==> src/rtl/xs3_pkg.sv <==
// Shared constants and FSM state type for the Excess-3 receive path.
package xs3_pkg;

    localparam logic [3:0] XS3_OFFSET = 4'd3;
    localparam logic [3:0] XS3_MIN    = 4'd3;
    localparam logic [3:0] XS3_MAX    = 4'd12;
    localparam logic [3:0] BCD_BAD    = 4'hF;

    typedef enum logic {
        COLLECT = 1'b0,
        HOLD    = 1'b1
    } state_t;

endpackage

==> src/rtl/xs3_digit_dec.sv <==
// Single-digit Excess-3 to BCD decoder; out-of-range codes map to BCD_BAD.
module xs3_digit_dec
    import xs3_pkg::*;
(
    input  logic [3:0] code_i,
    output logic [3:0] bcd_o,
    output logic       bad_o
);

    always_comb begin
        bad_o = (code_i < XS3_MIN) || (code_i > XS3_MAX);
        bcd_o = bad_o ? BCD_BAD : (code_i - XS3_OFFSET);
    end

endmodule

==> src/rtl/xs3_to_bcd_deser.sv <==
// Collects NDIG Excess-3 digits (MSD first) into one packed BCD word with a
// per-nibble error mask, presented on a valid/ready output port.
module xs3_to_bcd_deser
    import xs3_pkg::*;
#(
    parameter int unsigned NDIG = 4
) (
    input  logic              clk,
    input  logic              rst,
    input  logic              in_valid,
    output logic              in_ready,
    input  logic [3:0]        in_digit,
    output logic              out_valid,
    input  logic              out_ready,
    output logic [4*NDIG-1:0] out_bcd,
    output logic [NDIG-1:0]   out_err_mask,
    output logic              out_err
);

    localparam int unsigned     CW       = (NDIG > 1) ? $clog2(NDIG) : 1;
    localparam logic [CW-1:0]   CNT_LAST = CW'(NDIG - 1);

    state_t              state_q;
    logic [CW-1:0]       cnt_q;
    logic [4*NDIG-1:0]   bcd_sr_q, bcd_sr_d;
    logic [NDIG-1:0]     mask_sr_q, mask_sr_d;
    logic [4*NDIG-1:0]   out_bcd_q;
    logic [NDIG-1:0]     out_mask_q;
    logic                out_valid_q;
    logic [3:0]          nib;
    logic                bad;
    logic                acc;

    xs3_digit_dec u_dec (
        .code_i (in_digit),
        .bcd_o  (nib),
        .bad_o  (bad)
    );

    if (NDIG == 1) begin : g_one
        assign bcd_sr_d  = nib;
        assign mask_sr_d = bad;
    end else begin : g_multi
        assign bcd_sr_d  = {bcd_sr_q[4*NDIG-5:0], nib};
        assign mask_sr_d = {mask_sr_q[NDIG-2:0], bad};
    end

    // While a word is held, a new digit may enter only in the cycle the word leaves.
    assign in_ready = !rst && ((state_q == COLLECT) || out_ready);
    assign acc      = in_valid && in_ready;

    always_ff @(posedge clk) begin
        if (rst) begin
            state_q     <= COLLECT;
            cnt_q       <= '0;
            bcd_sr_q    <= '0;
            mask_sr_q   <= '0;
            out_bcd_q   <= '0;
            out_mask_q  <= '0;
            out_valid_q <= 1'b0;
        end else begin
            if (acc) begin
                bcd_sr_q  <= bcd_sr_d;
                mask_sr_q <= mask_sr_d;
            end
            case (state_q)
                COLLECT: begin
                    if (acc) begin
                        if (cnt_q == CNT_LAST) begin
                            out_bcd_q   <= bcd_sr_d;
                            out_mask_q  <= mask_sr_d;
                            out_valid_q <= 1'b1;
                            state_q     <= HOLD;
                            cnt_q       <= '0;
                        end else begin
                            cnt_q <= cnt_q + CW'(1);
                        end
                    end
                end
                HOLD: begin
                    if (out_ready) begin
                        if (acc && (NDIG == 1)) begin
                            out_bcd_q  <= bcd_sr_d;
                            out_mask_q <= mask_sr_d;
                        end else begin
                            out_valid_q <= 1'b0;
                            state_q     <= COLLECT;
                            cnt_q       <= acc ? CW'(1) : '0;
                        end
                    end
                end
                default: begin
                    state_q     <= COLLECT;
                    out_valid_q <= 1'b0;
                end
            endcase
        end
    end

    assign out_valid    = out_valid_q;
    assign out_bcd      = out_bcd_q;
    assign out_err_mask = out_mask_q;
    assign out_err      = |out_mask_q;

endmodule
==> config.mk <==
export PLATFORM = sky130hd
export DESIGN_NAME = xs3_to_bcd_deser
export DESIGN_NICKNAME = d
export VERILOG_FILES = /design/src/rtl/xs3_pkg.sv /design/src/rtl/xs3_digit_dec.sv /design/src/rtl/xs3_to_bcd_deser.sv
export SDC_FILE = /design/constraint.sdc
export NUM_CORES = 1
export LEC_CHECK = 0
export ABC_AREA = 1
export BUFFER_PORTS_ARGS = -buffer_cell sky130_fd_sc_hd__buf_4
export CAP_MARGIN = 20
export CORE_ASPECT_RATIO = 1.75
export CORE_UTILIZATION = 39
export CTS_CLUSTER_DIAMETER = 60
export DETAILED_ROUTE_END_ITERATION = 8
export PLACE_DENSITY = 0.55
export SYNTH_ARGS = -nofsm -noshare
export SYNTH_HDL_FRONTEND = slang
export SYNTH_HIERARCHICAL = 1
export SYNTH_SLANG_ARGS = --single-unit
==> constraint.sdc <==
create_clock -name clk -period 1.4 [get_ports clk]
set_clock_uncertainty 0.1 [all_clocks]
set_input_delay 0.35 -clock clk [delete_from_list [all_inputs] [get_ports clk]]
set_output_delay 0.35 -clock clk [all_outputs]
set_load 0.02 [all_outputs]
Word level (Yosys, flattened, before mapping)
Index checks and enable logic that the tools add are counted.
W data, S select, Z words.
- eq/ne operators: 4
- order comparisons: 2
- reduce and logical (&&, ||, !) cells: 9
- bitwise operators: 1
- muxes and demuxes: 14
- add/sub/neg operators: 2
- operator list (cell ; count):
    $mux W1 ; 7
    $mux W2 ; 3
    $reduce_and A3 Y1 ; 2
    $gt A4 B4 Y1 const B ; 1
    $lt A4 B2 Y1 const B ; 1
    $mux W4 ; 1
    $ne A2 B2 Y1 const B ; 2
    $pmux W1 S2 ; 2
    $pmux W2 S2 ; 1
    $reduce_or A4 Y1 ; 1
    $sub A4 B2 Y4 const B ; 1
    $add A2 B1 Y2 const B ; 1
    $eq A2 B2 Y1 const B ; 1
    $logic_and A1 B1 Y1 ; 2
    $logic_or A1 B1 Y1 ; 2
    $ne A2 B1 Y1 const B ; 1
    $reduce_and A2 Y1 ; 1
    $logic_not A1 Y1 ; 1
    $not A1 Y1 ; 1
- register bits after elaboration: 39
- bits of input ports: 8
- output and inout bits: 23

Depth between registers and ports, before layout
Gate-level depths: netlist (run 1).
- depth in word-level cells: 7
- depth in mapped cells: 10
- depth with buffers taken out: 10

Modules after synthesis
Netlist (run 1), hierarchy kept.
- modules (own cells, without submodules) (module ; area an instance (um2) ; cells each ; instances):
    xs3_to_bcd_deser ; 1554.0 ; 209 ; 1
    xs3_digit_dec ; 117.6 ; 24 ; 1

Worst setup path before layout (run 1)
Ideal clock, no wire load.
- path type: flip-flop to output port
- start point: register out_mask_q[1], in the netlist out_err_mask[1]
- end point: output out_err
- data arrival time: 1.012 ns
- path buffers: 0
- path slack: -0.062 ns
- data required time: 0.950 ns
- cell stages (with the launch flop): 2
- cell sequence: dfxtp_1 > or4_1
- word-level cells in the longest chain between the ends: 1
- RTL lines (item ; RTL line ; source):
    start, declared ; xs3_to_bcd_deser.sv:28 ; logic [NDIG-1:0] out_mask_q;
    start signal, assigned ; xs3_to_bcd_deser.sv:71 ; out_mask_q <= mask_sr_d;
    start signal, assigned ; xs3_to_bcd_deser.sv:84 ; out_mask_q <= mask_sr_d;
    $reduce_or A4 Y1 ; xs3_to_bcd_deser.sv:103 ; assign out_err = |out_mask_q;
    end, declared ; xs3_to_bcd_deser.sv:17 ; output logic out_err
Every way passes these cells.

Worst setup path after layout (run 1)
- start point: register out_mask_q[0], in the netlist out_err_mask[0]
- end point: output out_err
The elaborated chain is that of the path after synthesis.

==> results of run 1 <==
metal layers:
metal / vias to the layer above / GRT usage, % / share of wire [%]
met5: - / 0 / 0
met4: 0 / 7.37 / 1.9
met3: 5 / 4.64 / 2.9
met2: 21 / 31.1 / 54
met1: 658 / 16.9 / 41
li1: 807 / - / -
worst max path at each step:
stage	startpoint	to	depth (start not counted)
after floorplan	out_err_mask[2]	out_err	1
after global placement	out_err_mask[0]	out_err	2
after detailed placement	out_err_mask[0]	out_err	2
after CTS	out_err_mask[0]	out_err	2
after global routing	out_err_mask[0]	out_err	2
final	out_err_mask[0]	out_err	2
power by group through the flow:
| stage | clock (mW) | sequential (mW) | combinational [mW] |
|---|---|---|---|
| after floorplan | 0 | 1.18 | 0.126 |
| after global placement | 0 | 1.18 | 0.192 |
| after detailed placement | 0 | 1.18 | 0.195 |
| after CTS | 0.984 | 1.15 | 0.196 |
| after global routing | 1.05 | 1.16 | 0.224 |
| final | 0.952 | 1.16 | 0.194 |
layout make-up:
class,count,area [um2]
Timing Repair Buffer,45,359
Fill cell,437,1940
Clock buffer,6,82.6
Clock inverter,2,35.0
Inverter,32,120
Multi-Input combinational cell,150,732
Sequential cell,39,785
Tap cell,49,61.3
per-stage QoR:
step	TNS, ns	instances	setup WS [ns]	hold slack [ns]
after CTS	-0.334	322	-0.334	0.158
final	-0.322	323	-0.322	0.164
after detailed placement	-0.0662	314	-0.0223	0.354
after global routing	-0.369	323	-0.369	0.169
after global placement	-0.0431	314	-0.0191	0.352
after floorplan	0	233	0.0132	0.319
what timing repair did:
item / CTS / global route
gates resized for setup: 3 / 7
setup endpoints to repair: 2 / 22
pin swaps: 0 / 3
gates cloned: 0 / 1
Yosys cell counts (all sizes together):
cell	number	area share, %
nor2	45	11
dfxtp	39	47
nand3	39	12
nand2	37	8.5
inv	32	7.2
o21ai	16	4.8
buf	7	2.8
a21oi	5	1.5
clkbuf	5	1.1
ha	3	2.2
nand4	2	0.75
nand3b	1	0.45
nor3	1	0.60
or4	1	0.45
kinds of logic (layout without fill, tap and decap cells):
kind of cell             after synthesis  after routing  synth area share, %
AND/OR/NAND/NOR                      126            126                 33.7
buffers and inverters                 44             85                 11.1
flip-flops                            39             39                 46.7
AO/OA/AOI/OAI                         21             21                 6.29
adder cells (fa/ha/maj)                3              3                 2.25
flip-flops by register name, summed over array words and instances, names as in the netlist:
name,cells
out_bcd,16
bcd_sr_q,12
out_err_mask,4
mask_sr_q,3
cnt_q,2
out_valid,1
state_q,1
worst max-delay path, delay by kind of cell (launching register included):
family	cells	cell delay (ns)
buffers and inverters	1	0.14
DFF	1	0.32
and+or+nand+nor	1	0.52
==> flow_metrics.tcl, run 1 <==
set metrics [dict create \
    status "finished, violations left" \
    failing_checks "setup timing" \
    final_routed_wirelength_mm 3.42 \
    antenna_left 0 \
    grt_pass1_wl_mm 5.64 \
    max_slew.worst_pin.slew_ns 0.253 \
    core.rowCount 31 \
    grt_max_degree 25 \
    hold_viol_final 0 \
    power.share.clock_pct 41.3 \
    synthesis.area_per_instance_um2 7.17 \
    postPlaceCellArea_mm2 0.00202 \
    synth.yosys.seq_area_share_pct 46.7 \
    die_area_mm2 0.00456 \
    power_mw 2.30 \
    rr_endpoint "out_bcd[2]" \
    swShare_pct 22.1 \
    critical_path_peak_fanout 2 \
    worstPathCellList "or4_4 -> buf_6" \
    hp-class "in -> reg" \
    initial_drt_pass_iterations 4 \
    setup.reg_to_reg.worst_slack_ns 0.07 \
    grt_pass1_vias 1355 \
    worst_hold_startpoint "rst" \
    timing.max_slew.rel_slack_pct 83.0 \
    power.net_switching_mw 0.508 \
    post-route-drc-count 0 \
    finalSetupViolations 1 \
    rsz0062_at_grt "yes" \
    grt_remaining_overflow 0 \
    route.detailed.wl_per_inst_um 10.6 \
    timing.reg2reg.worst_path_depth 6 \
    cts_tree "done" \
    postLayoutCoreUtil_pct 52.9 \
    crit_type "reg -> out" \
    cts-buffers-inserted 5 \
    final_critical_path_setup_slack_ns -0.322 \
    cp_slowest_stage_delay_ns 0.52 \
    cts.sinks 39 \
    fin_crit_ns 1.72 \
    dr_total_vias 1491 \
    timing.critical_path.arrival_ns 1.27 \
    clk_pin_slew_worst_paths_ns 0.07 \
    layout-drive-gt1-share_pct 23.4 \
    start_util_pct 40.7 \
    worst_ep_required_time_ns 0.95 \
    synth-seq-cells 39 \
    power_frac_seq_pct 50.2 \
    fmax_ghz 0.581 \
    clk_root_buffer_cell "sky130_fd_sc_hd__clkbuf_8" \
    clock_tree.buffer_depth 2 \
    pin_count 31 \
    irDropWorstVdd_v 0.00101 \
    grt_resource_usage_total_pct 16.7 \
    antenna-diode-count 0 \
    synth.lib_cells_used.distinct 20 \
    design.core.area_mm2 0.00411 \
    htree_levels 2 \
    buffer_ports.inserted 30 \
    min_delay_worst_endpoint "cnt_q[0]" \
    hold-path-cell-count 2 \
    post_synth_inst_count 233 \
    drv_cap 0 \
    critical_path.endpoint_type "output port" \
    power.leakage_nw 0.980 \
    final_common_cell "sky130_fd_sc_hd__nor2_1" \
    post_cts_setup_repair_buffer_count 0 \
    antenna_violations_before_repair 0 \
    area_delta_synth_final_pct 30.1 \
    worst_setup_path_start_kind "flip-flop" \
    place.gp.congestion 0.750 \
    internal_power_mw 1.79 \
    clk-insertion-delay-late_ns 0.29 \
    power.density_mw_per_mm2 1060 \
    finalInstanceArea_mm2 0.00217 \
    die_height_um 88.6 \
    layout_common_cells "sky130_fd_sc_hd__nor2_1, sky130_fd_sc_hd__buf_4, sky130_fd_sc_hd__nand3_1" \
    place_hpwl_mm 2.48 \
    first_iter_violations 29 \
    postCtsHoldBufs 0 \
    synth-warning-count 6 \
    post-route-period-util_pct 123 \
    syn_area_mm2 0.00167 \
    viasPerCell 4.62 \
    r2r_start "cnt_q[1]" \
    floorplan.die.width_um 51.5 \
    combinational_power_share_pct 8.4 \
    synth_fp_nets 244 \
    design.final.nets 284 \
    timing.final.max_slew_violations 0 \
    critical-path-slowest-cell "sky130_fd_sc_hd__or4_4" \
]
Note: power is estimated with default switching activity, not from simulation.
==> run 2, diff against run 1 <==
--- a/config.mk
+++ b/config.mk
@@ -9,10 +9,11 @@
 export BUFFER_PORTS_ARGS = -buffer_cell sky130_fd_sc_hd__buf_4
 export CAP_MARGIN = 20
 export CORE_ASPECT_RATIO = 1.75
-export CORE_UTILIZATION = 39
+export CORE_MARGIN = 1.5
+export CORE_UTILIZATION = 44
 export CTS_CLUSTER_DIAMETER = 60
 export DETAILED_ROUTE_END_ITERATION = 8
-export PLACE_DENSITY = 0.55
+export PLACE_DENSITY = 0.62
 export SYNTH_ARGS = -nofsm -noshare
 export SYNTH_HDL_FRONTEND = slang
 export SYNTH_HIERARCHICAL = 1
==> run 2 against run 1 <==
Effect of this change:
- the run still ends with setup timing left
- via count rose by 2.5%
- combinational power is 7% higher
- flip-flop and latch count did not move
- critical path depth did not move
- non-clock buffer count grew 7
- worst hold slack better by 0.079 ns
- die area is 8.1% lower
- power fell by 9.0%
- global-route usage grew 0.52 points
- clock power shrank 23%
- worst setup slack lost 0.0033 ns
- highest routed layer unchanged
==> flow_metrics.tcl, run 2 (synthesized netlist as in run 1, its figures left out) <==
set metrics [dict create \
    status "finished, violations left" \
    failing_checks "setup timing" \
    start_util_pct 46.1 \
    clk_pin_slew_worst_paths_ns 0.07 \
    power.leakage_nw 1.03 \
    initial_drt_pass_iterations 4 \
    cts.sinks 39 \
    die_area_mm2 0.00419 \
    floorplan.die.width_um 49.6 \
    final_routed_wirelength_mm 3.47 \
    place.gp.congestion 0.773 \
    critical-path-top-delay-family "simple AND/OR/NAND/NOR gates" \
    worstPathCellList "or4_4 -> buf_6" \
    first_iter_violations 28 \
    cts_tree "done" \
    timing.critical_path.arrival_ns 1.28 \
    layout_common_cells "sky130_fd_sc_hd__buf_4, sky130_fd_sc_hd__nand3_1, sky130_fd_sc_hd__nor2_1" \
    hp-class "in -> reg" \
    area_delta_synth_final_pct 35.2 \
    final_critical_path_setup_slack_ns -0.325 \
    grt_max_degree 33 \
    hold_viol_final 0 \
    layout-drive-gt1-share_pct 28.5 \
    fin_crit_ns 1.73 \
    pre_cts_ws_ns -0.0233 \
    fmax_ghz 0.580 \
    pin_count 31 \
    dr_total_vias 1529 \
    postLayoutCoreUtil_pct 62.3 \
    route.detailed.wl_per_inst_um 10.6 \
    core.rowCount 29 \
    antenna_left 0 \
    htree_levels 2 \
    post-route-drc-count 0 \
    place_hpwl_mm 2.37 \
    postCtsHoldBufs 0 \
    critical_path_buf_inv_count 1 \
    setup.reg_to_reg.worst_slack_ns 0.03 \
    critical_path.endpoint_type "output port" \
    antenna_violations_before_repair 0 \
    buffer_ports.inserted 30 \
    design.core.area_mm2 0.00363 \
    drv_cap 0 \
    final_common_cell "sky130_fd_sc_hd__buf_4" \
    antenna-diode-count 0 \
    post-route-period-util_pct 123 \
    rsz0062_at_grt "yes" \
    worst_ep_required_time_ns 0.95 \
    die_height_um 84.5 \
    groute.layer.met1.usage_pct 17.3 \
    grt_pass1_wl_mm 5.59 \
    worst_setup_path_start_kind "flip-flop" \
    crit_type "reg -> out" \
    largest_register_ffs 16 \
    clk_root_buffer_cell "sky130_fd_sc_hd__clkbuf_8" \
    irDropWorstVdd_v 0.000758 \
    grt_pass1_vias 1359 \
    critical-path-slowest-cell "sky130_fd_sc_hd__or4_4" \
    viasPerCell 4.68 \
    power_mw 2.10 \
    critical_path_peak_fanout 2 \
    design.final.nets 291 \
    cts-buffers-inserted 5 \
    groute.layer.met3.usage_pct 3.20 \
    timing.max_slew.rel_slack_pct 84.9 \
    clk-insertion-delay-late_ns 0.29 \
    power.density_mw_per_mm2 927 \
    timing.final.max_slew_violations 0 \
    finalSetupViolations 1 \
    clock_tree.buffer_depth 2 \
    groute.layer.met2.usage_pct 31.3 \
    globalRoute.busiestLayer "met2" \
    grt_remaining_overflow 0 \
    cp_slowest_stage_delay_ns 0.52 \
    fin_worst_hold_slack_ns 0.243 \
    grt_resource_usage_total_pct 17.3 \
    max_slew.worst_pin.slew_ns 0.226 \
]
==> run 2: metal layers <==
| layer | vias up | share of wire, % |
|---|---|---|
| met3 | 8 | 2.3 |
| li1 | 823 | - |
| met4 | 0 | 2.6 |
| met5 | - | 0 |
| met1 | 680 | 43 |
| met2 | 18 | 52 |
==> run 2: worst paths after layout <==
kind                        start           to  depth (start not counted)
setup / recovery  out_err_mask[0]      out_err                          2
setup reg to reg         cnt_q[1]  out_bcd[10]                          7
hold reg to reg        out_bcd[7]   out_bcd[7]                          2
hold / removal                rst     cnt_q[0]                          3
==> run 2: worst reg2reg max path, stage by stage, from the launching register on <==
cell                      delay, ns
sky130_fd_sc_hd__dfxtp_2       0.36
sky130_fd_sc_hd__ha_4          0.16
sky130_fd_sc_hd__inv_2         0.05
sky130_fd_sc_hd__nor3_4        0.25
sky130_fd_sc_hd__buf_6         0.15
sky130_fd_sc_hd__buf_6         0.11
sky130_fd_sc_hd__nor2_1        0.04
sky130_fd_sc_hd__nor2_1        0.09
==> run 2: layout make-up <==
class	count	area, um2
fillers	378	1370
repair buffers	52	438
multi-input cells	150	769
clock buffers	6	72.6
clock inverters	2	12.5
inverters	32	120
well taps	46	57.6
flip-flops and latches	39	790
==> run 2: per-stage QoR <==
step / cells / instance area [um2] / TNS (ns)
2_1_floorplan: 233 / 1680 / 0
3_3_place_gp: 314 / 2050 / -0.0332
3_5_place_dp: 314 / 2050 / -0.0515
4_1_cts: 322 / 2150 / -0.336
5_1_grt: 327 / 2260 / -0.933
6_report: 327 / 2260 / -0.325
==> run 2: power by group <==
| group | total (mW) | switching (mW) | leakage, nW | internal [mW] |
|---|---|---|---|---|
| logic | 0.207 | 0.118 | 0.667 | 0.0884 |
| registers | 1.16 | 0.0164 | 0.319 | 1.14 |
| clock network | 0.733 | 0.386 | 0.0412 | 0.348 |
| total | 2.10 | 0.520 | 1.03 | 1.57 |
==> run 2: what timing repair did <==
action | 4_1_cts | 5_1_grt
gates cloned | 0 | 2
pin swaps | 1 | 14
buffers inserted | 1 | 3
setup endpoints to repair | 3 | 21
resized for setup | 5 | 24
